`config.mk`:
```
export PLATFORM = sky130hd
export DESIGN_NAME = accel_seq
export DESIGN_NICKNAME = d
export VERILOG_FILES = /design/src/rtl/accel_seq.sv
export SDC_FILE = /design/constraint.sdc
export NUM_CORES = 1
export LEC_CHECK = 0
export CAP_MARGIN = 0
export CORE_ASPECT_RATIO = 1.1
export CORE_MARGIN = 4
export CORE_UTILIZATION = 40
export CTS_BUF_LIST = sky130_fd_sc_hd__clkbuf_16
export CTS_CLUSTER_DIAMETER = 50
export CTS_CLUSTER_SIZE = 40
export DETAILED_ROUTE_END_ITERATION = 10
export GPL_TIMING_DRIVEN = 0
export MAX_ROUTING_LAYER = met4
export PLACE_DENSITY = 0.66
export SLEW_MARGIN = 20
export SYNTH_ARGS = -nofsm -noshare
export SYNTH_HDL_FRONTEND = slang
export SYNTH_SLANG_ARGS = --single-unit
```
`constraint.sdc`:
```
create_clock -name clk -period 2.4 [get_ports clk]
set_input_delay 0.48 -clock clk [delete_from_list [all_inputs] [get_ports clk]]
set_output_delay 0.48 -clock clk [all_outputs]
set_load 0.05 [all_outputs]
```
`src/rtl/accel_seq.sv`:
```
// Accelerometer transaction sequencer: WHO_AM_I check, two config writes, then
// periodic six-byte output reads presented as X/Y/Z samples to the SPI master.
module accel_seq #(
  parameter int         POLL_DIV  = 1000,
  parameter logic [7:0] ID_ADDR   = 8'h0F,
  parameter logic [7:0] ID_VAL    = 8'h33,
  parameter logic [7:0] CFG1_ADDR = 8'h20,
  parameter logic [7:0] CFG1_VAL  = 8'h57,
  parameter logic [7:0] CFG2_ADDR = 8'h23,
  parameter logic [7:0] CFG2_VAL  = 8'h08,
  parameter logic [7:0] OUT_BASE  = 8'h28
) (
  input  logic        clk,
  input  logic        reset,
  output logic [7:0]  spi_addr,
  output logic [7:0]  spi_wdata,
  output logic        spi_read,
  output logic        spi_enable,
  input  logic [7:0]  spi_rdata,
  input  logic        spi_done,
  output logic [15:0] accel_x,
  output logic [15:0] accel_y,
  output logic [15:0] accel_z,
  output logic        sample_valid,
  output logic        init_done,
  output logic        id_error
);

  // state     | meaning
  // IDLE      | first cycle after reset
  // ID_REQ    | launch WHO_AM_I read
  // ID_WAIT   | wait for WHO_AM_I data, compare
  // CFG1_REQ  | launch first config write
  // CFG1_WAIT | wait for first config write
  // CFG2_REQ  | launch second config write
  // CFG2_WAIT | wait for second config write
  // POLL      | idle gap between sample rounds
  // RD_REQ    | launch output byte read [idx]
  // RD_WAIT   | wait for output byte [idx]
  // ERROR     | WHO_AM_I mismatch, parked until reset
  localparam logic [3:0] S_IDLE      = 4'd0;
  localparam logic [3:0] S_ID_REQ    = 4'd1;
  localparam logic [3:0] S_ID_WAIT   = 4'd2;
  localparam logic [3:0] S_CFG1_REQ  = 4'd3;
  localparam logic [3:0] S_CFG1_WAIT = 4'd4;
  localparam logic [3:0] S_CFG2_REQ  = 4'd5;
  localparam logic [3:0] S_CFG2_WAIT = 4'd6;
  localparam logic [3:0] S_POLL      = 4'd7;
  localparam logic [3:0] S_RD_REQ    = 4'd8;
  localparam logic [3:0] S_RD_WAIT   = 4'd9;
  localparam logic [3:0] S_ERROR     = 4'd10;

  localparam int            CW        = (POLL_DIV > 1) ? $clog2(POLL_DIV) : 1;
  localparam logic [CW-1:0] POLL_LAST = CW'(POLL_DIV - 1);

  logic [3:0]    state;
  logic [CW-1:0] poll_cnt;
  logic [2:0]    idx;
  // Byte 5 (Z_H) goes straight from spi_rdata into accel_z, so only 0..4 are buffered.
  logic [7:0]    buffer [0:4];

  always_ff @(posedge clk) begin
    if (reset) begin
      state        <= S_IDLE;
      poll_cnt     <= '0;
      idx          <= '0;
      init_done    <= 1'b0;
      id_error     <= 1'b0;
      sample_valid <= 1'b0;
      accel_x      <= '0;
      accel_y      <= '0;
      accel_z      <= '0;
      for (int i = 0; i < 5; i++) buffer[i] <= '0;
    end else begin
      sample_valid <= 1'b0;
      case (state)
        S_IDLE:     state <= S_ID_REQ;
        S_ID_REQ:   state <= S_ID_WAIT;
        S_ID_WAIT:
          if (spi_done) begin
            if (spi_rdata == ID_VAL) begin
              state <= S_CFG1_REQ;
            end else begin
              state    <= S_ERROR;
              id_error <= 1'b1;
            end
          end
        S_CFG1_REQ:  state <= S_CFG1_WAIT;
        S_CFG1_WAIT: if (spi_done) state <= S_CFG2_REQ;
        S_CFG2_REQ:  state <= S_CFG2_WAIT;
        S_CFG2_WAIT:
          if (spi_done) begin
            init_done <= 1'b1;
            poll_cnt  <= '0;
            state     <= S_POLL;
          end
        S_POLL:
          if (poll_cnt == POLL_LAST) begin
            poll_cnt <= '0;
            idx      <= '0;
            state    <= S_RD_REQ;
          end else begin
            poll_cnt <= poll_cnt + 1'b1;
          end
        S_RD_REQ: state <= S_RD_WAIT;
        S_RD_WAIT:
          if (spi_done) begin
            if (idx == 3'd5) begin
              // All three axes load on the same edge so no partial sample is visible.
              accel_x      <= {buffer[1], buffer[0]};
              accel_y      <= {buffer[3], buffer[2]};
              accel_z      <= {spi_rdata, buffer[4]};
              sample_valid <= 1'b1;
              state        <= S_POLL;
            end else begin
              buffer[idx] <= spi_rdata;
              idx         <= idx + 3'd1;
              state       <= S_RD_REQ;
            end
          end
        S_ERROR: state <= S_ERROR;
        default: state <= S_IDLE;
      endcase
    end
  end

  // Transaction fields are decoded from state so they stay fixed through each WAIT.
  always_comb begin
    spi_addr   = 8'h00;
    spi_wdata  = 8'h00;
    spi_read   = 1'b0;
    spi_enable = 1'b0;
    case (state)
      S_ID_REQ, S_ID_WAIT: begin
        spi_addr = ID_ADDR;
        spi_read = 1'b1;
      end
      S_CFG1_REQ, S_CFG1_WAIT: begin
        spi_addr  = CFG1_ADDR;
        spi_wdata = CFG1_VAL;
      end
      S_CFG2_REQ, S_CFG2_WAIT: begin
        spi_addr  = CFG2_ADDR;
        spi_wdata = CFG2_VAL;
      end
      S_RD_REQ, S_RD_WAIT: begin
        spi_addr = OUT_BASE + {5'b00000, idx};
        spi_read = 1'b1;
      end
      default: ;
    endcase
    spi_enable = (state == S_ID_REQ) || (state == S_CFG1_REQ) ||
                 (state == S_CFG2_REQ) || (state == S_RD_REQ);
  end

endmodule

```
* Word-level counts from Yosys, hierarchy flattened
Memory sizes are Yosys's and may differ from the RTL's. A register that Yosys moved wholly into a read port is not among the register bits. Cells that the tools add are included. Widths: inputs -> output; s select.
Storage, ports and cells: register bits 36, RAM bits 40, bits of input ports 11, output and inout port bits 69, logic and storage cells 81, memories kept 1
Cells by class: add/subtract/negate cells 3, equality and inequality tests 19, multiplexer cells 29, bitwise operators 3, reductions and logical operators 19
Memory list:
- buffer | depth 5, bits a word 8, read ports 5, clocked after Yosys merged registers in 5, write ports 5, line 60 | logic [7:0] buffer [0:4];
Operator list (count):
- $pmux 4 s11 | 1
- $mux 4 | 7
- $pmux 7 s4 | 1
- $mux 10 | 2
- $pmux 10 s2 | 1
- $eq 4x3->1 const B | 4
- $pmux 7 s2 | 1
- $eq 4x4->1 const B | 3
- $mux 3 | 4
- $ne 2x2->1 const B | 6
- $add 10x1->10 const B | 1
- $eq 10x10->1 const B | 1
- $mux 1 | 10
- $eq 4x2->1 const B | 2
- $eq 8x6->1 const B | 1
- $mux 8 | 1
- $reduce_or 2->1 | 4
- $reduce_or 8->1 | 1
- $add 6x3->7 const A | 1
- $pmux 3 s2 | 1
- $reduce_and 3->1 | 2
- $reduce_and 5->1 | 1
- $eq 4x1->1 const B | 1
- $logic_not 4->1 | 1
- 9 further kinds | 15

* Logic depth before layout (Yosys ltp)
word-level depth 8, mapped depth 9, gate-level depth less buffers 6

* Least setup slack after synthesis
Ideal clock, no wire load.
kind reg-to-output, from reg state[3], to out spi_wdata[1], data arrival time 2480 ps, data required time 1920 ps, setup slack -560 ps, cell stages (with the launch flop) 5, buffers on the path 2, cell sequence dfxtp_1 buf_2 nand2b_1 o32ai_1 buf_4
On the way: word-level cells in the longest chain between the ends 3, elaborated cells on any way between the ends 7, those cells by class eq/ne (4); mux (1); reduce/logical (2)
Ends and longest elaborated chain:
- start, declared | line 56 | logic [3:0] state;
- start signal, assigned | line 64 | state <= S_IDLE;
- start signal, assigned | line 77 | S_IDLE: state <= S_ID_REQ;
- start signal, assigned | line 78 | S_ID_REQ: state <= S_ID_WAIT;
- $eq 4x3->1 / $eq 4x2->1 (equally long branches) | line 133 | case (state)
- $reduce_or 2->1 | line 133
- $pmux 7 s2 (*) | line 133
- end, declared | line 16 | output logic [7:0] spi_wdata,
Mark *: on every way between the ends. The rest lies on a longest branch, timed or not.

* Final worst setup path
from reg state[1], to out spi_wdata[3]
Same word-level chain as after synthesis.

==> flow_summary.toml <==
[sta]
rsz0062_at_grt = "no"
slew_violations = 0
final.min_clock_period_ns = 2.316
skew_ns = 0.006054
max_slew_margin_pct = 52.24
worst_pin_slew_ns = 0.7131
hold_viol = 0
fmax_mhz = 431.9
setup_viol = 0
fin_setup_tns_ns = 0
fin_crit_sh_pct = 96.48

[final_layout]
layout_commonest_cell = "nand2_1"
multi_input_area_sq_mm = 0.001911
antenna_cells = 0
final_core_utilization_pct = 51.69
nets = 589
final_cell_mix = "113 x nand2_1, 65 x dfxtp_1, 61 x clkdlybuf4s50_1, 59 x a21oi_1, 41 x and2_1"
drive_above_1_share_pct = 12.76
layout-area-overhead-vs-synth_pct = 26.57
regArea_sq_mm = 0.002569
fillCellCount = 1054

[global_routing]
grt_usage_pct = 17.09
overflow = 0
grt_pass1_vias = 3593
grt_pass1_wl_um = 17900
grt_max_degree = 18
antenna_found_initial = 0

[route]
drt_iter0_drc = 215
drc = 0
vias = 3690
final_antenna_net_count = 0
routed_wirelength_um = 10980
wire_per_inst_um = 15.04
via_per_inst = 5.055
first_pass_iters = 4

[critical_path]
path_cells = "buf_4 -> clkbuf_2 -> xnor2_1 -> nor2_1 -> clkdlybuf4s18_2"
slowest_stage = "clkdlybuf4s18_2"
crit_path_max_incr_delay_ns = 0.41
cp-start-kind = "flip-flop"
end_kind = "output pin"
timing_worst_setup_path_type = "reg2out"
cp.arrival_ns = 1.84
cp_max_fo = 10
crit_required_ns = 1.92

[power]
p_leak_nw = 2.082
power_density_mw_per_mm2 = 855.7
p_total_mw = 5.060
ir_drop_uv = 916.6

[clocking]
ctsRootBufferMaster = "clkbuf_16"
cts_buffers = 9
clockBufferDepth = 2
htreeDepth = 3
clk_latency_ns = 0.34
clkTransAtPathRegs_ns = 0.07
cts_tree = "done"
cts.sinks = 108

[die]
io_pins = 80
chipWidth_um = 111.0
die_y_um = 121.4
die-area_sq_mm = 0.01348
rows = 41
initial_utilization_pct = 40.84
coreArea_sq_mm = 0.01144

[yosys]
yosysSeqAreaShare_pct = 54.85
ys.flop_type = "dfxtp_1"
ys_ff_latch = 108
synth-edff-count = 40
ys_warn_count = 0
ys_types = 57
netlist_area_sq_mm = 0.004672
async_flop_share_pct = 0
synthCells = 485
synth.avg_cell_area_sq_um = 9.633

[placed_design]
io_buffers = 74
post-dp-hpwl_um = 8010
place_congestion = 0.8815

[status]
outcome = "complete, no violations"

[worst_hold_path]
min_path_type = "reg2reg"

[flow_run]
cap_violations = 0
## routing by layer
metal	global-route usage (%)	routed length (um)
met1	20.74	4799
met2	28.11	5499
met3	4.190	523
met4	5.856	159
met5	-	0
## final timing paths
| check | start | endpoint | slack, ns | cells after the start |
|---|---|---|---|---|
| max | state[1]$_SDFFE_PP0P_ | spi_wdata[3] | 0.08 | 5 |
| min reg2reg | accel_y[10]$_SDFFE_PP0P_ | accel_y[10]$_SDFFE_PP0P_ | 0.46 | 2 |
| min | accel_y[10]$_SDFFE_PP0P_ | accel_y[10]$_SDFFE_PP0P_ | 0.46 | 2 |
| max reg2reg | idx[1]$_SDFFE_PP0P_ | buffer[4][4]$_SDFFCE_PN0P_ | 0.11 | 5 |
## worst max-delay path: cells and delay by family, from the launching register on
kind | cells | cell delay [ns]
buffers and inverters | 3 | 0.85
DFF | 1 | 0.38
and+or+nand+nor | 1 | 0.17
xor gates and xnor gates | 1 | 0.09
## synth_stat cells, types with 4 or more instances
cell / count / share of area [%]
buf_2: 4 / 0.43
nand2_1: 113 / 9.1
dfxtp_1: 68 / 29
inv_1: 7 / 0.56
nor2_1: 15 / 1.2
a21oi_1: 59 / 6.3
o21ai_0: 7 / 0.75
nand2b_1: 4 / 0.54
and2_1: 41 / 5.5
edfxtp_1: 40 / 26
a211oi_1: 4 / 0.64
nor2b_1: 4 / 0.54
or3_1: 5 / 0.67
a31oi_1: 9 / 1.2
or2_2: 6 / 0.80
nand3_1: 7 / 0.75
buf_4: 11 / 1.8
nor3_4: 4 / 1.4
clkbuf_1: 18 / 1.4
## power by group
part	leakage (nW)	switching, mW	internal, mW	total [mW]
logic	0.970	1.12	0.520	1.64
registers	0.963	0.0416	1.96	2.00
clock network	0.149	0.623	0.798	1.42
## logic make-up (layout without fill, tap and decap cells)
| family | after synthesis | in the layout | share of synthesized area [%] |
|---|---|---|---|
| buffers and inverters | 45 | 136 | 5.088 |
| other | 1 | 5 | 0.08027 |
| AOI/OAI and AO/OA | 99 | 99 | 12.48 |
| muxes | 4 | 4 | 0.8838 |
| xor gates and xnor gates | 3 | 3 | 0.5625 |
| adders and majority gates | 3 | 3 | 0.8035 |
| DFF | 108 | 108 | 54.85 |
| and+or+nand+nor | 222 | 222 | 25.25 |
## per-stage QoR
| stage | hold WS (ns) | std cells | setup WS [ns] | area, sq um |
|---|---|---|---|---|
| floorplan | 0.4713 | 489 | 0.07268 | 4695 |
| global placement | 0.4435 | 713 | -0.5403 | 5623 |
| detailed placement | 0.4467 | 713 | -0.5352 | 5623 |
| CTS | 0.4562 | 729 | 0.007078 | 5912 |
| global route | 0.4762 | 730 | 0.003520 | 5913 |
| finish | 0.4562 | 730 | 0.08450 | 5913 |
## state kept, by name (all words and copies together) (netlist names)
| register | count |
|---|---|
| buffer | 40 |
| accel_z | 16 |
| id_error | 1 |
| sample_valid | 1 |
| accel_y | 16 |
| state | 4 |
| accel_x | 16 |
| idx | 3 |
| poll_cnt | 10 |
| init_done | 1 |
## cell type report
cell class	instances	area share, %
flip-flops and latches	108	43.44
multi-input cells	336	32.31
repair buffers	75	12.04
clock buffers	9	3.809
plain buffers	37	3.661
well taps	150	3.174
clock inverters	7	1.058
inverters	8	0.5078
## what timing repair did
item	4_1_cts	5_1_grt
gates resized for setup	59	17
setup buffers	0	1
hold endpoints to repair	0	0
cloned	0	0
setup endpoints to repair	84	30
pin swaps	0	1
hold buffers	0	0
(Power assumes the default switching activity.)
